--- config.mk ---
export PLATFORM = sky130hd
export DESIGN_NAME = dunit_inst_loader
export DESIGN_NICKNAME = d
export VERILOG_FILES = /design/src/rtl/dunit_pkg.sv /design/src/rtl/dunit_inst_loader_word_assembler.sv /design/src/rtl/dunit_inst_loader.sv
export SDC_FILE = /design/constraint.sdc
export NUM_CORES = 1
export LEC_CHECK = 0
export CAP_MARGIN = 0
export CORE_UTILIZATION = 45
export DETAILED_ROUTE_END_ITERATION = 7
export PLACE_DENSITY_LB_ADDON = 0.25
export SETUP_SLACK_MARGIN = 0.2
export SLEW_MARGIN = 20
export SYNTH_ARGS = -nofsm -noshare
export SYNTH_HDL_FRONTEND = slang
export SYNTH_HIERARCHICAL = 1
export SYNTH_SLANG_ARGS = --single-unit
--- constraint.sdc ---
create_clock -name i_clk -period 7.1 [get_ports i_clk]
set_input_delay 0.71 -clock i_clk [delete_from_list [all_inputs] [get_ports i_clk]]
set_output_delay 0.71 -clock i_clk [all_outputs]
set_load 0.05 [all_outputs]
--- src/rtl/dunit_pkg.sv ---
// Shared definitions for the debug-unit instruction loader.
package dunit_pkg;

    // Loader FSM states.
    typedef enum logic [1:0] {
        ST_IDLE  = 2'd0,
        ST_RECV  = 2'd1,
        ST_WRITE = 2'd2,
        ST_DONE  = 2'd3
    } state_t;

    // Word that terminates a load. It is still written to memory.
    localparam logic [31:0] HALT_WORD = 32'hFFFF_FFFF;

    // UART bytes that make up one instruction word.
    localparam int BYTES_PER_WORD = 4;

endpackage

--- src/rtl/dunit_inst_loader_word_assembler.sv ---
// Big-endian byte-to-word assembler: the first byte of a word lands in the
// top byte lane. The completed word is presented combinationally with the
// 4th byte, so the parent registers it in the same cycle it is accepted.
module word_assembler
    import dunit_pkg::*;
#(
    parameter int NB_REG  = 32,
    parameter int NB_BYTE = 8
) (
    input  logic              i_clk,
    input  logic              i_reset,
    input  logic              i_clear,
    input  logic              i_byte_valid,
    input  logic [NB_BYTE-1:0] i_byte,
    output logic [NB_REG-1:0] o_word,
    output logic              o_word_valid
);

    localparam int          NB_SHIFT = NB_REG - NB_BYTE;
    localparam logic [1:0]  IDX_LAST = 2'(BYTES_PER_WORD - 1);

    logic [NB_SHIFT-1:0] shift_q;
    logic [1:0]          idx_q;

    // Word as it would look with the current byte appended.
    assign o_word       = {shift_q, i_byte};
    assign o_word_valid = i_byte_valid && (idx_q == IDX_LAST);

    // Byte index wraps 3 -> 0 on its own, so no reset is needed between words.
    always_ff @(posedge i_clk or posedge i_reset) begin
        if (i_reset) begin
            shift_q <= '0;
            idx_q   <= '0;
        end else if (i_clear) begin
            shift_q <= '0;
            idx_q   <= '0;
        end else if (i_byte_valid) begin
            shift_q <= o_word[NB_SHIFT-1:0];
            idx_q   <= idx_q + 2'd1;
        end
    end

endmodule

--- src/rtl/dunit_inst_loader.sv ---
// Debug-unit instruction loader: assembles UART bytes into words and writes
// them into instruction memory from address 0 until a halt word arrives or
// memory fills up.
module dunit_inst_loader
    import dunit_pkg::*;
#(
    parameter int NB_REG   = 32,
    parameter int NB_WIDHT = 9,
    parameter int NB_BYTE  = 8
) (
    input  logic                i_clk,
    input  logic                i_reset,
    input  logic                i_start,
    input  logic [NB_BYTE-1:0]  i_rx_data,
    input  logic                i_rx_valid,
    output logic                o_dunit_w_en,
    output logic [NB_WIDHT-1:0] o_dunit_addr,
    output logic [NB_REG-1:0]   o_dunit_data,
    output logic                o_busy,
    output logic                o_done,
    output logic                o_full,
    output logic [NB_WIDHT-2:0] o_word_count
);

    localparam logic [NB_WIDHT-1:0] ADDR_STEP = NB_WIDHT'(BYTES_PER_WORD);
    // Byte address of the last word slot.
    localparam logic [NB_WIDHT-1:0] ADDR_LAST = ~NB_WIDHT'(BYTES_PER_WORD - 1);
    localparam logic [NB_WIDHT-2:0] CNT_ONE   = (NB_WIDHT-1)'(1);

    state_t              state_q;
    logic                w_en_q;
    logic [NB_WIDHT-1:0] addr_q;
    logic [NB_WIDHT-1:0] addr_d;
    logic [NB_REG-1:0]   data_q;
    logic                busy_q;
    logic                done_q;
    logic                full_q;
    logic [NB_WIDHT-2:0] count_q;
    logic [NB_WIDHT-2:0] count_d;

    logic                is_halt;
    logic                is_last;
    logic                write_ends;
    logic                start_acc;
    logic                byte_acc;
    logic [NB_REG-1:0]   asm_word;
    logic                asm_word_valid;

    // Write-cycle decisions and byte/start qualification.
    always_comb begin
        addr_d     = addr_q + ADDR_STEP;
        count_d    = count_q + CNT_ONE;
        is_halt    = (data_q == HALT_WORD);
        is_last    = (addr_q == ADDR_LAST);
        write_ends = (state_q == ST_WRITE) && (is_halt || is_last);
        start_acc  = i_start && ((state_q == ST_IDLE) || (state_q == ST_DONE));
        // A byte in the write cycle starts the next word unless the load ends.
        byte_acc   = i_rx_valid &&
                     ((state_q == ST_RECV) || ((state_q == ST_WRITE) && !write_ends));
    end

    word_assembler #(
        .NB_REG  (NB_REG),
        .NB_BYTE (NB_BYTE)
    ) u_asm (
        .i_clk        (i_clk),
        .i_reset      (i_reset),
        .i_clear      (start_acc),
        .i_byte_valid (byte_acc),
        .i_byte       (i_rx_data),
        .o_word       (asm_word),
        .o_word_valid (asm_word_valid)
    );

    // Load FSM with registered strobes, address/count and status flags.
    always_ff @(posedge i_clk or posedge i_reset) begin
        if (i_reset) begin
            state_q <= ST_IDLE;
            w_en_q  <= 1'b0;
            addr_q  <= '0;
            data_q  <= '0;
            busy_q  <= 1'b0;
            done_q  <= 1'b0;
            full_q  <= 1'b0;
            count_q <= '0;
        end else begin
            w_en_q <= 1'b0;
            case (state_q)
                ST_IDLE, ST_DONE: begin
                    if (start_acc) begin
                        state_q <= ST_RECV;
                        addr_q  <= '0;
                        count_q <= '0;
                        full_q  <= 1'b0;
                        done_q  <= 1'b0;
                        busy_q  <= 1'b1;
                    end
                end
                ST_RECV: begin
                    if (asm_word_valid) begin
                        state_q <= ST_WRITE;
                        data_q  <= asm_word;
                        w_en_q  <= 1'b1;
                    end
                end
                ST_WRITE: begin
                    addr_q  <= addr_d;
                    count_q <= count_d;
                    if (is_halt) begin
                        state_q <= ST_DONE;
                        done_q  <= 1'b1;
                        busy_q  <= 1'b0;
                    end else if (is_last) begin
                        state_q <= ST_DONE;
                        done_q  <= 1'b1;
                        full_q  <= 1'b1;
                        busy_q  <= 1'b0;
                    end else begin
                        state_q <= ST_RECV;
                    end
                end
                default: begin
                    state_q <= ST_IDLE;
                    busy_q  <= 1'b0;
                end
            endcase
        end
    end

    assign o_dunit_w_en = w_en_q;
    assign o_dunit_addr = addr_q;
    assign o_dunit_data = data_q;
    assign o_busy       = busy_q;
    assign o_done       = done_q;
    assign o_full       = full_q;
    assign o_word_count = count_q;

endmodule

==> report_table.html <==
<table>
<tr><th>Metric</th><th>Value</th></tr>
<tr><th colspan="2">Run status</th></tr>
<tr><td>Result of the run</td><td>completed</td></tr>
<tr><th colspan="2">STA</th></tr>
<tr><td># setup viols final</td><td>0</td></tr>
<tr><td>FMAX</td><td>0.341 GHz</td></tr>
<tr><td>Shortest period the worst path allows</td><td>2.93 ns</td></tr>
<tr><td>Total negative slack for setup checks</td><td>0 ns</td></tr>
<tr><td>Max-slew violation count</td><td>0</td></tr>
<tr><td>Worst Max-Slew Pin Slew</td><td>0.953 ns</td></tr>
<tr><td>Post-route clock skew</td><td>0.00551 ns</td></tr>
<tr><td>Unrepaired setup endpoints after global routing</td><td>false</td></tr>
<tr><td>Final count of hold timing violations</td><td>0</td></tr>
<tr><td>Max_slew headroom</td><td>0.364</td></tr>
<tr><td>Final worst path period share</td><td>0.413</td></tr>
<tr><th colspan="2">Hold path</th></tr>
<tr><td>Hold crit path type</td><td>reg -&gt; reg</td></tr>
<tr><td>Worst hold path cell count</td><td>1</td></tr>
<tr><td>Startpoint of the tightest hold check path</td><td>u_asm/shift_q[17]</td></tr>
<tr><td>Worst Hold Path EP</td><td>o_dunit_data[25]</td></tr>
<tr><th colspan="2">Route</th></tr>
<tr><td>Detailed-router iteration count before antenna repair</td><td>4</td></tr>
<tr><td>Starting DRC count in detailed routing</td><td>92</td></tr>
<tr><td>Routed length per placed instance</td><td>15.2 µm</td></tr>
<tr><td>Avg Vias per Cell</td><td>5.17</td></tr>
<tr><td>Post-detailed-route count of antenna-violating nets</td><td>0</td></tr>
<tr><td>Post-Route WL</td><td>6670 µm</td></tr>
<tr><td>Detailed-route DRC error count</td><td>0</td></tr>
<tr><td>Via count</td><td>2,276</td></tr>
<tr><th colspan="2">Die</th></tr>
<tr><td>Die Height</td><td>89.9 µm</td></tr>
<tr><td>Num ports</td><td>65</td></tr>
<tr><td>Horizontal extent of the die</td><td>89.9 µm</td></tr>
<tr><td>Effective utilization at floorplan</td><td>0.471</td></tr>
<tr><td>Core region area</td><td>0.00737 mm²</td></tr>
<tr><td>Number of rows created at floorplan</td><td>31</td></tr>
<tr><td>Die area</td><td>0.00807 mm²</td></tr>
<tr><th colspan="2">Clock tree</th></tr>
<tr><td>TritonCTS clock tree</td><td>yes</td></tr>
<tr><td>Number of sinks driven by the clock tree</td><td>79</td></tr>
<tr><td>Worst-skew pair later-pin latency</td><td>0.34 ns</td></tr>
<tr><td>Root cell of the clock tree</td><td>clkbuf_8</td></tr>
<tr><td>CTS HTree Levels</td><td>3</td></tr>
<tr><td>Cts bufs inserted</td><td>9</td></tr>
<tr><td>Bufs on Longest Clock Path</td><td>2</td></tr>
<tr><td>Post-CTS Resized</td><td>0</td></tr>
<tr><td>Clock transition at the registers of the reported paths</td><td>0.08 ns</td></tr>
<tr><td>Total setup buffers inserted after CTS</td><td>0</td></tr>
<tr><td>Hold-fix buffers, CTS</td><td>0</td></tr>
<tr><th colspan="2">Critical path</th></tr>
<tr><td>Crit path max-delay cell type</td><td>nor4_1</td></tr>
<tr><td>Worst r2r path cells</td><td>9</td></tr>
<tr><td>Launch instance of the worst register-to-register path</td><td>o_dunit_data[29]</td></tr>
<tr><td>Arrival @ worst endpoint</td><td>3.16 ns</td></tr>
<tr><td>Endpoint of the lowest-slack register-to-register path</td><td>o_dunit_data[31]</td></tr>
<tr><td>Data required time of the critical path</td><td>7.33 ns</td></tr>
<tr><td>Cell-by-cell listing of the critical path</td><td>nand4_1, nor4_1, nand2_1, a22o_1, buf_4, and2_1, nand2_1, buf_4, mux2_2</td></tr>
<tr><td>Biggest cell delay along the critical path</td><td>0.54 ns</td></tr>
<tr><td>Register-to-register setup slack</td><td>4.17 ns</td></tr>
<tr><td>CP Max Fanout</td><td>33</td></tr>
<tr><td>Nature of the critical path startpoint</td><td>flop</td></tr>
<tr><td>Worst setup path category</td><td>reg -&gt; reg</td></tr>
<tr><td>Worst Setup End Kind</td><td>flop</td></tr>
<tr><th colspan="2">Power</th></tr>
<tr><td>Static leakage power</td><td>1.98 nW</td></tr>
<tr><td>Power, Total</td><td>2.05 mW</td></tr>
<tr><td>Max rail drop VDD</td><td>0.000315 V</td></tr>
<tr><td>Pwr Density</td><td>479 mW/mm²</td></tr>
<tr><th colspan="2">Synthesis</th></tr>
<tr><td>Top cells by instance count after synthesis</td><td>dfrtp_1 (79), nor2_1 (37), mux2_2 (32)</td></tr>
<tr><td>Largest area contributor in the netlist</td><td>dfrtp_1</td></tr>
<tr><td>Total standard cell area after synthesis</td><td>0.00347 mm²</td></tr>
<tr><td>Biggest area contributors in the synthesized netlist</td><td>dfrtp_1 (57%), mux2_2 (10%), mux2i_1 (7.5%)</td></tr>
<tr><td>Flops &amp; latches, synth</td><td>79</td></tr>
<tr><td>Post-synth EDFFs</td><td>0</td></tr>
<tr><td>Total of warnings raised by yosys</td><td>6</td></tr>
<tr><td>Synthesized instance count</td><td>280</td></tr>
<tr><td>Top cell type's share of synthesized area</td><td>0.569</td></tr>
<tr><td>Ys async rst share</td><td>1.00</td></tr>
<tr><td>Count of distinct cell types in the synthesized netlist</td><td>39</td></tr>
<tr><td>Share of the yosys chip area belonging to registers</td><td>0.569</td></tr>
<tr><td>Dominant cell by count in the synthesized netlist</td><td>dfrtp_1</td></tr>
<tr><td>Mean Syn Cell Area</td><td>12.4 µm²</td></tr>
<tr><td>Primary flip-flop cell chosen by synthesis mapping</td><td>dfrtp_1</td></tr>
<tr><th colspan="2">Global route</th></tr>
<tr><td>Overflow after GRT</td><td>0</td></tr>
<tr><td>Global-route total usage across every layer</td><td>0.182</td></tr>
<tr><td>Vias in the first global route</td><td>2,243</td></tr>
<tr><td>Initial antenna violation count</td><td>0</td></tr>
<tr><td>First-pass GRT wire length</td><td>11,400 µm</td></tr>
<tr><td>Maximum number of pins on one net before global-route repair</td><td>54</td></tr>
<tr><th colspan="2">Final layout</th></tr>
<tr><td>Count of nets after finishing</td><td>354</td></tr>
<tr><td>Antenna Cells</td><td>0</td></tr>
<tr><td>Post-Layout Inst Area</td><td>0.00429 mm²</td></tr>
<tr><td>FILL cells</td><td>626</td></tr>
<tr><td>Share of post-route cells with drive strength above 1</td><td>0.164</td></tr>
<tr><td>Layout-stage area growth over the synthesis result</td><td>23.6%</td></tr>
<tr><th colspan="2">Placed design</th></tr>
<tr><td>Routability congestion estimate from global placement</td><td>0.738</td></tr>
<tr><td>Sum of net half-perimeters after detailed placement</td><td>4610 µm</td></tr>
<tr><td>Dpl cell area</td><td>0.00408 mm²</td></tr>
<tr><td>Port-buffer cells</td><td>62</td></tr>
<tr><th colspan="2">Job</th></tr>
<tr><td>Max cap viols</td><td>0</td></tr>
</table>
-- report_power, final --
group,internal [mW],total [mW],switching [mW]
clock,0.195,0.355,0.159
sequential,0.626,0.780,0.154
combinational,0.347,0.920,0.574
-- routing by layer --
metal	share of wire	global-route usage
met2	0.46	0.271
met4	0.016	0.0766
met1	0.48	0.259
met5	0	0
met3	0.044	0.0389
-- logic make-up after synthesis --
group	Yosys count	share of synthesized area
flops	79	0.569
mux	59	0.183
compound gates	19	0.0360
xor+xnor	9	0.0227
fa+ha+maj	6	0.0216
other cells	1	0.00108
buf+inv	26	0.0522
simple gates	81	0.114
-- critical path: cells and delay by family (launching register included) --
family	cells	cell delay, ns
AO/OA/AOI/OAI	1	0.21
AND/OR/NAND/NOR	5	1.17
multiplexers	1	0.39
buffers and inverters	2	0.63
flip-flops	1	0.39
-- state kept, by name (all words and copies together) (netlist names) --
signal / flops
o_dunit_data: 32
u_asm/shift_q: 24
o_word_count: 8
o_dunit_addr: 7
state_q: 2
u_asm/idx_q: 2
o_busy: 1
o_done: 1
o_dunit_w_en: 1
o_full: 1
-- metrics by stage --
| step | util | setup WS [ns] | std cells | hold slack (ns) |
|---|---|---|---|---|
| floorplan | - | 4.02 | 281 | 0.474 |
| global placement | 0.553 | 3.64 | 424 | 0.491 |
| detailed placement | 0.554 | 3.58 | 424 | 0.501 |
| CTS | 0.582 | 3.95 | 440 | 0.518 |
| global route | 0.583 | 3.95 | 440 | 0.543 |
| finish | 0.583 | 4.17 | 440 | 0.517 |
-- layout make-up --
cell class	count	area, µm²	share of cell area
well taps	99	124	0.0289
repair buffers	64	636	0.148
multi-input cells	176	1320	0.307
clock buffers	9	124	0.0289
clock inverters	7	87.6	0.0204
inverters	6	25.0	0.00583
flip-flops and latches	79	1980	0.461
-- cell usage in the layout, fill, tap and decap left out, types with 7 or more instances in the layout --
cell type / n
dfrtp_1: 79
clkdlybuf4s50_1: 62
nor2_1: 37
mux2_2: 32
mux2i_1: 26
nand2_1: 14
nand4_1: 11
clkbuf_8: 9
xor2_1: 7
-- worst max-delay path by stage --
stage / from / endpoint / cells past startpoint
floorplan: o_dunit_addr[2] / o_dunit_data[0] / 12
global placement: i_start / o_full / 5
global route: o_dunit_addr[2] / o_dunit_data[28] / 11
finish: o_dunit_data[29] / o_dunit_data[31] / 9
CTS: i_start / o_full / 5
detailed placement: i_start / o_full / 5
(Power assumes the default switching activity.)
